## src/rtl/stage_mem_pkg.sv

```systemverilog
// stage_mem_pkg: shared definitions for the MEM pipeline stage.
//   - access size encodings (SZ_*)
//   - FSM state encoding (ST_IDLE / ST_ACCESS)
//   - MEM/WB bundle widths and packed bundle type
//   - misalignment helper, used when STAGE_MEM_ALIGN_TRAP_EN is defined
package stage_mem_pkg;

    localparam logic [1:0] SZ_BYTE = 2'b00;
    localparam logic [1:0] SZ_HALF = 2'b01;
    localparam logic [1:0] SZ_WORD = 2'b10;   // 2'b11 behaves as word

    typedef enum logic {
        ST_IDLE   = 1'b0,
        ST_ACCESS = 1'b1
    } state_t;

    localparam int MEMWB_DATA_W = 32;
    localparam int MEMWB_RW_W   = 5;

    typedef struct packed {
        logic [MEMWB_DATA_W-1:0] ans;
        logic [MEMWB_DATA_W-1:0] mdata;
        logic [MEMWB_RW_W-1:0]   rw;
        logic                    wreg;
        logic                    m2reg;
        logic                    buserr;
    } memwb_t;

    localparam int MEMWB_W = $bits(memwb_t);

    // Half needs a[0]=0, word (and the 2'b11 alias) needs a=00.
    function automatic logic is_misaligned(input logic [1:0] size,
                                           input logic [1:0] a);
        logic m;
        case (size)
            SZ_BYTE: m = 1'b0;
            SZ_HALF: m = a[0];
            default: m = (a != 2'b00);
        endcase
        return m;
    endfunction

endpackage

```

## src/rtl/stage_mem_lane.sv

```systemverilog
// stage_mem_lane: combinational byte-lane steering for the MEM stage.
// Ports:
//   size, addr_lo  access size and address bits [1:0]
//   sext           sign-extend sub-word loads
//   st_data        store data from EX/MEM register
//   rdata          read word from the data bus
//   be, wdata      little-endian byte enables / replicated store data
//   ld_data        aligned, extended load result
// Low address bits below the access size are ignored (half uses a[1],
// word uses lane 0), so a misaligned access degrades to the aligned one.
module stage_mem_lane
    import stage_mem_pkg::*;
(
    input  logic [1:0]  size,
    input  logic [1:0]  addr_lo,
    input  logic        sext,
    input  logic [31:0] st_data,
    input  logic [31:0] rdata,
    output logic [3:0]  be,
    output logic [31:0] wdata,
    output logic [31:0] ld_data
);

    logic [7:0]  byte_sel;
    logic [15:0] half_sel;

    always_comb begin
        case (addr_lo)
            2'd0:    byte_sel = rdata[7:0];
            2'd1:    byte_sel = rdata[15:8];
            2'd2:    byte_sel = rdata[23:16];
            default: byte_sel = rdata[31:24];
        endcase
        half_sel = addr_lo[1] ? rdata[31:16] : rdata[15:0];
    end

    always_comb begin
        be      = 4'b1111;
        wdata   = st_data;
        ld_data = rdata;
        case (size)
            SZ_BYTE: begin
                be      = 4'b0001 << addr_lo;
                wdata   = {4{st_data[7:0]}};
                ld_data = {{24{sext & byte_sel[7]}}, byte_sel};
            end
            SZ_HALF: begin
                be      = 4'b0011 << {addr_lo[1], 1'b0};
                wdata   = {2{st_data[15:0]}};
                ld_data = {{16{sext & half_sel[15]}}, half_sel};
            end
            default: ;
        endcase
    end

endmodule

```

## src/rtl/stage_mem.sv

```systemverilog
// stage_mem: MEM stage of the 5-stage MIPS pipeline.
// Holds the EX/MEM register, runs loads/stores over a req/ack data bus,
// stalls upstream while an access is outstanding, and drives the MEM/WB
// register. An access that sees no ack for TIMEOUT_CYC cycles is aborted
// with a one-cycle buserr_mem pulse.
// Ports:
//   clock, reset_0          clock / async active-low reset
//   *_ex                    EX bundle (valid, ans, b, rw, wreg, m2reg,
//                           wmem, size, sext)
//   stall_mem               freeze upstream stages (combinational)
//   dmem_req/we/addr/be/wdata, dmem_ack/rdata   data-memory bus
//   ans_mem, mdata_mem, rw_mem, wreg_mem, m2reg_mem, buserr_mem  MEM/WB
// Option STAGE_MEM_ALIGN_TRAP_EN: misaligned memory ops skip the bus,
// pulse misalign_mem with their bundle and never write the register file.
module stage_mem
    import stage_mem_pkg::*;
#(
    parameter int unsigned TIMEOUT_CYC = 255,
    parameter logic [31:0] BUSERR_DATA = 32'h0000_0000
) (
    input  logic        clock,
    input  logic        reset_0,
    input  logic        valid_ex,
    input  logic [31:0] ans_ex,
    input  logic [31:0] b_ex,
    input  logic [4:0]  rw_ex,
    input  logic        wreg_ex,
    input  logic        m2reg_ex,
    input  logic        wmem_ex,
    input  logic [1:0]  size_ex,
    input  logic        sext_ex,
    output logic        stall_mem,
    output logic        dmem_req,
    output logic        dmem_we,
    output logic [31:0] dmem_addr,
    output logic [3:0]  dmem_be,
    output logic [31:0] dmem_wdata,
    input  logic        dmem_ack,
    input  logic [31:0] dmem_rdata,
    output logic [31:0] ans_mem,
    output logic [31:0] mdata_mem,
    output logic [4:0]  rw_mem,
    output logic        wreg_mem,
    output logic        m2reg_mem,
`ifdef STAGE_MEM_ALIGN_TRAP_EN
    output logic        misalign_mem,
`endif
    output logic        buserr_mem
);

    localparam logic [7:0] CNT_LAST = 8'(TIMEOUT_CYC - 1);

    // EX/MEM register
    logic        em_valid, em_wreg, em_m2reg, em_wmem, em_sext;
    logic [31:0] em_ans, em_b;
    logic [4:0]  em_rw;
    logic [1:0]  em_size;

    state_t      state_q, state_d;
    logic [7:0]  cnt_q;
    logic        stall, timeout, ex_mem_op, in_access, load_done;
    logic        em_mis, ex_mis;
    memwb_t      wb_q, wb_d;

    logic [3:0]  lane_be;
    logic [31:0] lane_wdata, lane_ld;

`ifdef STAGE_MEM_ALIGN_TRAP_EN
    logic        mis_q;
    assign em_mis = is_misaligned(em_size, em_ans[1:0]) & (em_m2reg | em_wmem);
    assign ex_mis = is_misaligned(size_ex, ans_ex[1:0]);
`else
    assign em_mis = 1'b0;
    assign ex_mis = 1'b0;
`endif

    // Memory op about to be latched (decides whether ACCESS continues).
    assign ex_mem_op = valid_ex & (m2reg_ex | wmem_ex) & ~ex_mis;
    assign in_access = (state_q == ST_ACCESS);

    always_ff @(posedge clock or negedge reset_0) begin
        if (!reset_0) begin
            em_valid <= 1'b0;
            em_ans   <= '0;
            em_b     <= '0;
            em_rw    <= '0;
            em_wreg  <= 1'b0;
            em_m2reg <= 1'b0;
            em_wmem  <= 1'b0;
            em_size  <= '0;
            em_sext  <= 1'b0;
        end else if (!stall) begin
            em_valid <= valid_ex;
            em_ans   <= ans_ex;
            em_b     <= b_ex;
            em_rw    <= rw_ex;
            em_wreg  <= valid_ex & wreg_ex;
            em_m2reg <= valid_ex & m2reg_ex;
            em_wmem  <= valid_ex & wmem_ex;
            em_size  <= size_ex;
            em_sext  <= sext_ex;
        end
    end

    // FSM
    always_ff @(posedge clock or negedge reset_0) begin
        if (!reset_0) state_q <= ST_IDLE;
        else          state_q <= state_d;
    end

    always_comb begin
        state_d = ST_IDLE;
        timeout = 1'b0;
        stall   = 1'b0;
        if (in_access) begin
            timeout = ~dmem_ack & (cnt_q == CNT_LAST);
            stall   = ~dmem_ack & ~timeout;
        end
        // Completion and idle both latch the next bundle; chain straight
        // into another ACCESS when that bundle is a memory op.
        if (stall || ex_mem_op) state_d = ST_ACCESS;
    end

    // Counter is zero in the first ACCESS cycle of every access.
    always_ff @(posedge clock or negedge reset_0) begin
        if (!reset_0)   cnt_q <= '0;
        else if (stall) cnt_q <= cnt_q + 8'd1;
        else            cnt_q <= '0;
    end

    stage_mem_lane u_lane (
        .size    (em_size),
        .addr_lo (em_ans[1:0]),
        .sext    (em_sext),
        .st_data (em_b),
        .rdata   (dmem_rdata),
        .be      (lane_be),
        .wdata   (lane_wdata),
        .ld_data (lane_ld)
    );

    assign stall_mem  = stall;
    assign dmem_req   = in_access;
    assign dmem_we    = in_access & em_wmem;
    assign dmem_addr  = in_access ? {em_ans[31:2], 2'b00} : 32'h0;
    assign dmem_be    = in_access ? lane_be : 4'b0000;
    assign dmem_wdata = in_access ? lane_wdata : 32'h0;

    assign load_done = in_access & dmem_ack & em_m2reg;

    // MEM/WB next value; a stall cycle inserts a bubble instead.
    always_comb begin
        wb_d        = '0;
        wb_d.ans    = em_ans;
        wb_d.rw     = em_rw;
        wb_d.m2reg  = em_m2reg;
        wb_d.wreg   = em_wreg & ~timeout & ~em_mis;
        wb_d.buserr = timeout;
        if (timeout)        wb_d.mdata = BUSERR_DATA;
        else if (load_done) wb_d.mdata = lane_ld;
    end

    always_ff @(posedge clock or negedge reset_0) begin
        if (!reset_0)   wb_q <= '0;
        else if (stall) wb_q <= '0;
        else            wb_q <= wb_d;
    end

`ifdef STAGE_MEM_ALIGN_TRAP_EN
    always_ff @(posedge clock or negedge reset_0) begin
        if (!reset_0)   mis_q <= 1'b0;
        else if (stall) mis_q <= 1'b0;
        else            mis_q <= em_valid & em_mis;
    end
    assign misalign_mem = mis_q;
`endif

    assign ans_mem    = wb_q.ans;
    assign mdata_mem  = wb_q.mdata;
    assign rw_mem     = wb_q.rw;
    assign wreg_mem   = wb_q.wreg;
    assign m2reg_mem  = wb_q.m2reg;
    assign buserr_mem = wb_q.buserr;

endmodule

```

## config.mk

```make
export PLATFORM = sky130hd
export DESIGN_NAME = stage_mem
export DESIGN_NICKNAME = d
export VERILOG_FILES = /design/src/rtl/stage_mem_pkg.sv /design/src/rtl/stage_mem_lane.sv /design/src/rtl/stage_mem.sv
export SDC_FILE = /design/constraint.sdc
export NUM_CORES = 1
export LEC_CHECK = 0
export CAP_MARGIN = 10
export CORE_UTILIZATION = 35
export CTS_CLUSTER_DIAMETER = 120
export DETAILED_ROUTE_END_ITERATION = 10
export PLACE_DENSITY = 0.7
export SYNTH_ARGS = -nofsm -noshare
export SYNTH_HDL_FRONTEND = slang
export SYNTH_HIERARCHICAL = 1
export SYNTH_SLANG_ARGS = --single-unit
```

## constraint.sdc

```tcl
create_clock -name clock -period 2.36 [get_ports clock]
set_clock_uncertainty 0.05 [all_clocks]
set_input_delay 0.354 -clock clock [delete_from_list [all_inputs] [get_ports clock]]
set_output_delay 0.354 -clock clock [all_outputs]
set_load 0.05 [all_outputs]
```

==> impl_metrics.tcl, run 1 <==
set metrics [dict create \
    num_vias 5304 \
    yosysTopAreaCell "dfrtp_1" \
    final_core_util_pct 52.1 \
    clkSinkCount 156 \
    io_buffers 251 \
    setup_viol 0 \
    crit_required_ns 1.96 \
    max_cap_viol_count 0 \
    ir_worst_vdd_uv 468 \
    max_stage_delay_ns 0.43 \
    vias_per_cell 4.62 \
    min_period_ns 2.28 \
    power_density_nw_per_um2 747 \
    htreeDepth 4 \
    hold_viol 0 \
    grt_first_pass_wirelength_mm 30.1 \
    clock_latency_ns 0.42 \
    p_sw_share_pct 32.1 \
    syn_area_per_cell_um2 12.3 \
    end_kind "output port" \
    post-dp-hpwl_mm 13.9 \
    fmax_ghz 0.439 \
    worstPathCellList "nor2_4, buf_12, mux2_2, and2_1, buf_4" \
    grt_pass1_vias 5385 \
    p_leak_nw 5.03 \
    intPower_w 0.00557 \
    n_antenna_cell 0 \
    slowest_stage "dfrtp_2" \
    tns_ns 0 \
    p_seq_share_pct 36.9 \
    initial_core_util_pct 35.9 \
    core-area_um2 21100 \
    syn-cell-area_um2 7570 \
    cts_buffers 17 \
    layout-drive-gt1-share_pct 24.9 \
    cts_tree "yes" \
    die_h_um 149 \
    p_clk_share_pct 32.6 \
    clk_pin_slew_worst_paths_ns 0.06 \
    timing.hold.ws_ns 0.329 \
    totalWireLength_mm 19.0 \
    fillers 1839 \
    cp.depth 5 \
    first_pass_iters 5 \
    timing.rr.start "cnt_q[0]" \
    layout_setup_ws_ns 0.0797 \
    ys_warn_count 6 \
    place_congestion 0.812 \
    final_nets 974 \
    yosysSeqAreaShare_pct 51.6 \
    timing.critical_path.buf_inv 2 \
    synth.area.top_cells "dfrtp_1 (52%), mux2_4 (12%), and2_1 (11%)" \
    rows 53 \
    ant_nets 0 \
    synth.distinct_cells 45 \
    synth_cells 618 \
    rsz0062_at_grt "false" \
    fp.dieArea_um2 22200 \
    rr_worst_depth 7 \
    max-slew-margin-rel_pct 61.7 \
    worstPathMaxFanout 8 \
    dieWidth_um 149 \
    syn_to_final_growth_pct 45.1 \
    pre_cts_ws_ns 0.173 \
    final.period_utilization_pct 96.6 \
    reg2reg_to "em_sext" \
    switchingPower_w 0.00263 \
    path_delay_family "flip-flops" \
    drv_slew 0 \
    drc 0 \
    root_buffer "clkbuf_16" \
    synth_top_area_share_pct 51.6 \
    worst_pin_slew_ns 0.572 \
    drtIter0Drc 227 \
    ys_ff_latch 156 \
    multi_input_area_um2 3260 \
    hold_class "in -> async" \
    grtUsageTotal_pct 17.8 \
    status "completed" \
    cp-start-kind "flip-flop" \
    synth_edf_count 0 \
    r2r_setup_slack_ns 0.16 \
    cts_buffer_depth 2 \
    synth_ff_type "dfrtp_1" \
    io_pins 254 \
    wire_per_inst_um 16.6 \
    cp.arrival_ns 1.88 \
    seqCellArea_um2 3910 \
    p_comb_share_pct 30.4 \
    antenna_found_initial 0 \
    synthArstFlopShare_pct 100 \
    grt_max_degree 66 \
    overflow 0 \
    path_class "reg -> out" \
]
-- state kept, by name, summed over array words and instances, names as in the netlist, 2 cells and up --
register	count
mdata_mem	32
rw_mem	5
em_size	2
ans_mem	32
em_ans	32
cnt_q	8
em_b	32
em_rw	5
-- synthesized netlist by cell type (2+ instances only) --
cell type and count:
and3_1 2, mux2_4 62, a21oi_1 35, o21ai_0 19, nand2_1 21, nor2b_1 12
and3b_1 8, inv_1 9, clkbuf_1 14, mux2i_1 17, ha_1 2, nor2_1 13
a31oi_1 3, nand2b_1 2, buf_12 7, buf_6 2, a211oi_1 2, nor3_1 3
o21bai_1 4, mux2_2 26, dfrtp_1 156, clkbuf_2 3, buf_4 16, buf_2 7
nand3_1 12, a221o_1 6, and2_1 137
-- stage by stage --
stage	area (µm²)	cells	total power, W
2_1_floorplan	7580	619	0.00464
3_3_place_gp	10400	1115	0.00556
3_5_place_dp	10400	1115	0.00559
4_1_cts	11000	1148	0.00830
5_1_grt	11000	1148	0.00857
6_report	11000	1148	0.00821
-- logic make-up (layout without fill, tap and decap cells) --
logic type,after synthesis,count (layout),share of synthesized area [%]
AO/OA/AOI/OAI,75,75,5.98
XOR/XNOR,2,2,0.231
adder cells (fa/ha/maj),2,2,0.330
buffers and inverters,59,313,5.73
flip-flops,156,156,51.6
multiplexers,108,108,19.2
other,1,2,0.0495
AND/OR/NAND/NOR,215,215,16.9
-- final cells by class --
| cell class | instances | area share (%) |
|---|---|---|
| sequential | 156 | 35.6 |
| multi-input combinational | 404 | 29.6 |
| timing repair buffer | 273 | 26.2 |
| clock buffer | 22 | 4.13 |
| tap | 275 | 3.13 |
| clock inverter | 9 | 1.05 |
| inverter | 9 | 0.307 |
-- cell usage in the layout, fill, tap and decap left out, drive strengths merged --
master / Yosys / layout
bufinv: 0 / 2
conb: 1 / 2
nand4: 1 / 1
o211a: 1 / 1
a211oi: 2 / 2
and2: 137 / 137
ha: 2 / 2
xnor2: 1 / 1
nand3: 12 / 12
inv: 9 / 10
mux2i: 17 / 17
dfrtp: 156 / 156
o21ai: 20 / 20
o41ai: 1 / 1
buf: 33 / 90
a31oi: 3 / 3
mux4: 2 / 2
nor2b: 12 / 12
a21oi: 36 / 36
clkinv: 0 / 4
nor3: 3 / 3
xor2: 1 / 1
nand2: 22 / 22
and3: 2 / 2
o22ai: 1 / 1
o311ai: 1 / 1
or3b: 1 / 1
nor2: 14 / 14
clkbuf: 17 / 22
dlygate4sd3: 0 / 1
and2b: 1 / 1
clkinvlp: 0 / 2
a221o: 6 / 6
mux2: 89 / 89
o21bai: 4 / 4
nand2b: 2 / 2
clkdlybuf4s50: 0 / 182
and3b: 8 / 8
-- how the worst max path moves through the flow --
stage,startpoint,to,slack (ns)
global placement,dmem_ack,em_rw[2],0.21
CTS,em_size[0],dmem_be[0],0.01
detailed placement,cnt_q[0],em_sext,0.17
finish,em_size[1],dmem_wdata[14],0.08
global route,cnt_q[0],em_sext,0.003
floorplan,dmem_req,stall_mem,0.28
-- per-layer routing --
layer / part of all wire [%] / track usage [%]
met5: 0 / 0
met4: 2.3 / 6.68
met3: 6.0 / 5.38
met2: 48 / 27.9
met1: 44 / 23.0
-- what timing repair did --
item | CTS | global route
gates resized for setup | 3 | 2
setup endpoints to repair | 10 | 4
endpoints found under the hold margin | 29 | 0
pin swaps | 1 | 1
setup buffers | 1 | 0
hold buffers | 1 | 0
-- power by group through the flow --
stage          Clock [W]  Sequential (W)  Combinational, W
4_1_cts          0.00275         0.00303           0.00252
2_1_floorplan          0         0.00336           0.00128
3_5_place_dp           0         0.00308           0.00251
5_1_grt          0.00287         0.00306           0.00264
3_3_place_gp           0         0.00307           0.00249
6_report         0.00268         0.00303           0.00250
Power figures use the tool's default switching activity.
==> run 2: changes to the inputs <==
--- a/config.mk
+++ b/config.mk
@@ -6,6 +6,7 @@
 export NUM_CORES = 1
 export LEC_CHECK = 0
 export CAP_MARGIN = 10
+export CORE_ASPECT_RATIO = 0.75
 export CORE_UTILIZATION = 35
 export CTS_CLUSTER_DIAMETER = 120
 export DETAILED_ROUTE_END_ITERATION = 10
==> run 2 against run 1 <==
  * Worst setup slack better by 0.036 ns
  * Utilization rose by 1.8 points
  * Total power rose by 2.1%
  * Final cell count rose by 0.87%
==> impl_metrics.tcl, run 2 (synthesis results as in run 1) <==
set metrics [dict create \
    status "completed" \
    antenna_found_initial 1 \
    critPathMostFrequentCell "buf_12" \
    hold_viol 0 \
    final_common_cell "clkdlybuf4s50_1" \
    setup_viol 0 \
    rows 46 \
    drc 0 \
    clk_pin_slew_worst_paths_ns 0.07 \
    htreeDepth 4 \
    final_nets 970 \
    fp.dieArea_um2 22200 \
    timing.critical_path.buf_inv 2 \
    path_delay_family "buffers and inverters" \
    path_class "reg -> out" \
    cp.arrival_ns 1.84 \
    hold_class "in -> async" \
    tns_ns 0 \
    cts_tree "yes" \
    grt_max_degree 69 \
    layout_setup_ws_ns 0.115 \
    crit_required_ns 1.96 \
    wire_per_inst_um 16.7 \
    totalWireLength_mm 19.4 \
    rr_worst_depth 7 \
    timing.rr.start "cnt_q[0]" \
    cts_buffer_depth 2 \
    cts_buffers 17 \
    n_antenna_cell 0 \
    worstPathCellList "buf_12, mux2_2, and2_1, buf_12" \
    final.period_utilization_pct 95.1 \
    end_kind "output port" \
    worstPathMaxFanout 68 \
    fillers 1816 \
    io_buffers 251 \
    cp-start-kind "flip-flop" \
    slowest_stage "dfrtp_2" \
    p_sw_share_pct 33.8 \
    core-area_um2 21200 \
    ant_nets 0 \
    clock_latency_ns 0.42 \
    die_h_um 129 \
    rsz0062_at_grt "false" \
    place_congestion 0.813 \
    first_pass_iters 4 \
    pre_cts_ws_ns 0.196 \
    reg2reg_to "em_rw[2]" \
    num_vias 5385 \
    final_core_util_pct 53.9 \
    p_seq_share_pct 36.1 \
    overflow 0 \
    max_stage_delay_ns 0.39 \
    multi_input_area_um2 3240 \
    drtIter0Drc 407 \
    p_clk_share_pct 31.8 \
    fmax_ghz 0.446 \
    clkSinkCount 156 \
    dieWidth_um 172 \
    power_density_nw_per_um2 734 \
    grt_first_pass_wirelength_mm 30.2 \
    r2r_setup_slack_ns 0.17 \
    post-dp-hpwl_mm 13.8 \
    max_cap_viol_count 0 \
    layout-drive-gt1-share_pct 24.9 \
    io_pins 254 \
    seqCellArea_um2 3910 \
    worst_pin_slew_ns 0.566 \
    p_comb_share_pct 32.2 \
    root_buffer "clkbuf_16" \
    grt_pass1_vias 5301 \
    vias_per_cell 4.65 \
    syn_to_final_growth_pct 50.8 \
    drv_slew 0 \
    max-slew-margin-rel_pct 62.1 \
    p_leak_nw 5.15 \
    intPower_w 0.00555 \
    initial_core_util_pct 35.8 \
    min_period_ns 2.24 \
    layout_common_cells "clkdlybuf4s50_1 (181), dfrtp_1 (154), and2_1 (137)" \
    ir_worst_vdd_uv 439 \
    switchingPower_w 0.00283 \
    timing.hold.ws_ns 0.393 \
    grtUsageTotal_pct 18.0 \
]
-- run 2: cell types whose count changed in the layout (fill, tap and decap cells not counted), sizes merged --
cell,previous run,this run
inv,10,19
clkinvlp,2,3
clkdlybuf4s50,182,181
clkinv,4,2
clkbuf,22,17
bufinv,2,0
buf,90,87
-- run 2: layout make-up --
cell class	instances	area share, %
Multi-Input combinational cell	404	28.4
Clock buffer	17	3.73
Sequential cell	156	34.2
Clock inverter	15	1.28
Inverter	9	0.296
Tap cell	288	3.16
Timing Repair Buffer	269	29.0
-- run 2: stage by stage --
stage,instances,instance area [µm²],power [W]
4_1_cts,1158,11400,0.00849
3_5_place_dp,1124,10800,0.00579
2_1_floorplan,619,7580,0.00464
3_3_place_gp,1124,10800,0.00576
6_report,1158,11400,0.00838
5_1_grt,1158,11400,0.00875
-- run 2: power by group through the flow --
stage | logic, W | registers, W | clock network [W]
after global routing | 0.00284 | 0.00305 | 0.00286
after detailed placement | 0.00271 | 0.00307 | 0
final | 0.00270 | 0.00302 | 0.00266
after CTS | 0.00272 | 0.00303 | 0.00274
after floorplan | 0.00128 | 0.00336 | 0
after global placement | 0.00269 | 0.00307 | 0
-- run 2: timing repair --
item / CTS / global route
endpoints found under the hold margin: 40 / 0
hold buffers: 1 / 0
gates resized for setup: 0 / 1
endpoints found under the setup margin: 1 / 2
setup buffers: 1 / 0
pin swaps: 1 / 0
-- run 2: worst register-to-register path, cell delays in order, from the launching register on --
cell and delay [ns]:
dfrtp_1 0.45, inv_1 0.09, ha_1 0.19, nand3_1 0.21, o21ai_4 0.21, buf_4 0.18, buf_4 0.32, mux2_2 0.38
-- run 2: how the worst max path moves through the flow --
stage / slack, ns / from / endpoint / depth (start not counted)
after global placement: 0.24 / dmem_ack / em_rw[2] / 5
final: 0.12 / em_size[1] / dmem_wdata[22] / 4
after CTS: 0.03 / em_size[1] / dmem_wdata[13] / 5
after detailed placement: 0.20 / dmem_ack / em_rw[2] / 5
after global routing: 0.01 / cnt_q[0] / stall_mem / 6
after floorplan: 0.28 / dmem_req / stall_mem / 5
-- run 2: layer usage --
layer	wire (µm)	global-route usage, %	vias up
met5	9	0	-
met4	112	4.32	2
met3	1780	6.81	13
met2	8830	27.4	195
met1	8660	24.2	2623
li1	-	-	2552
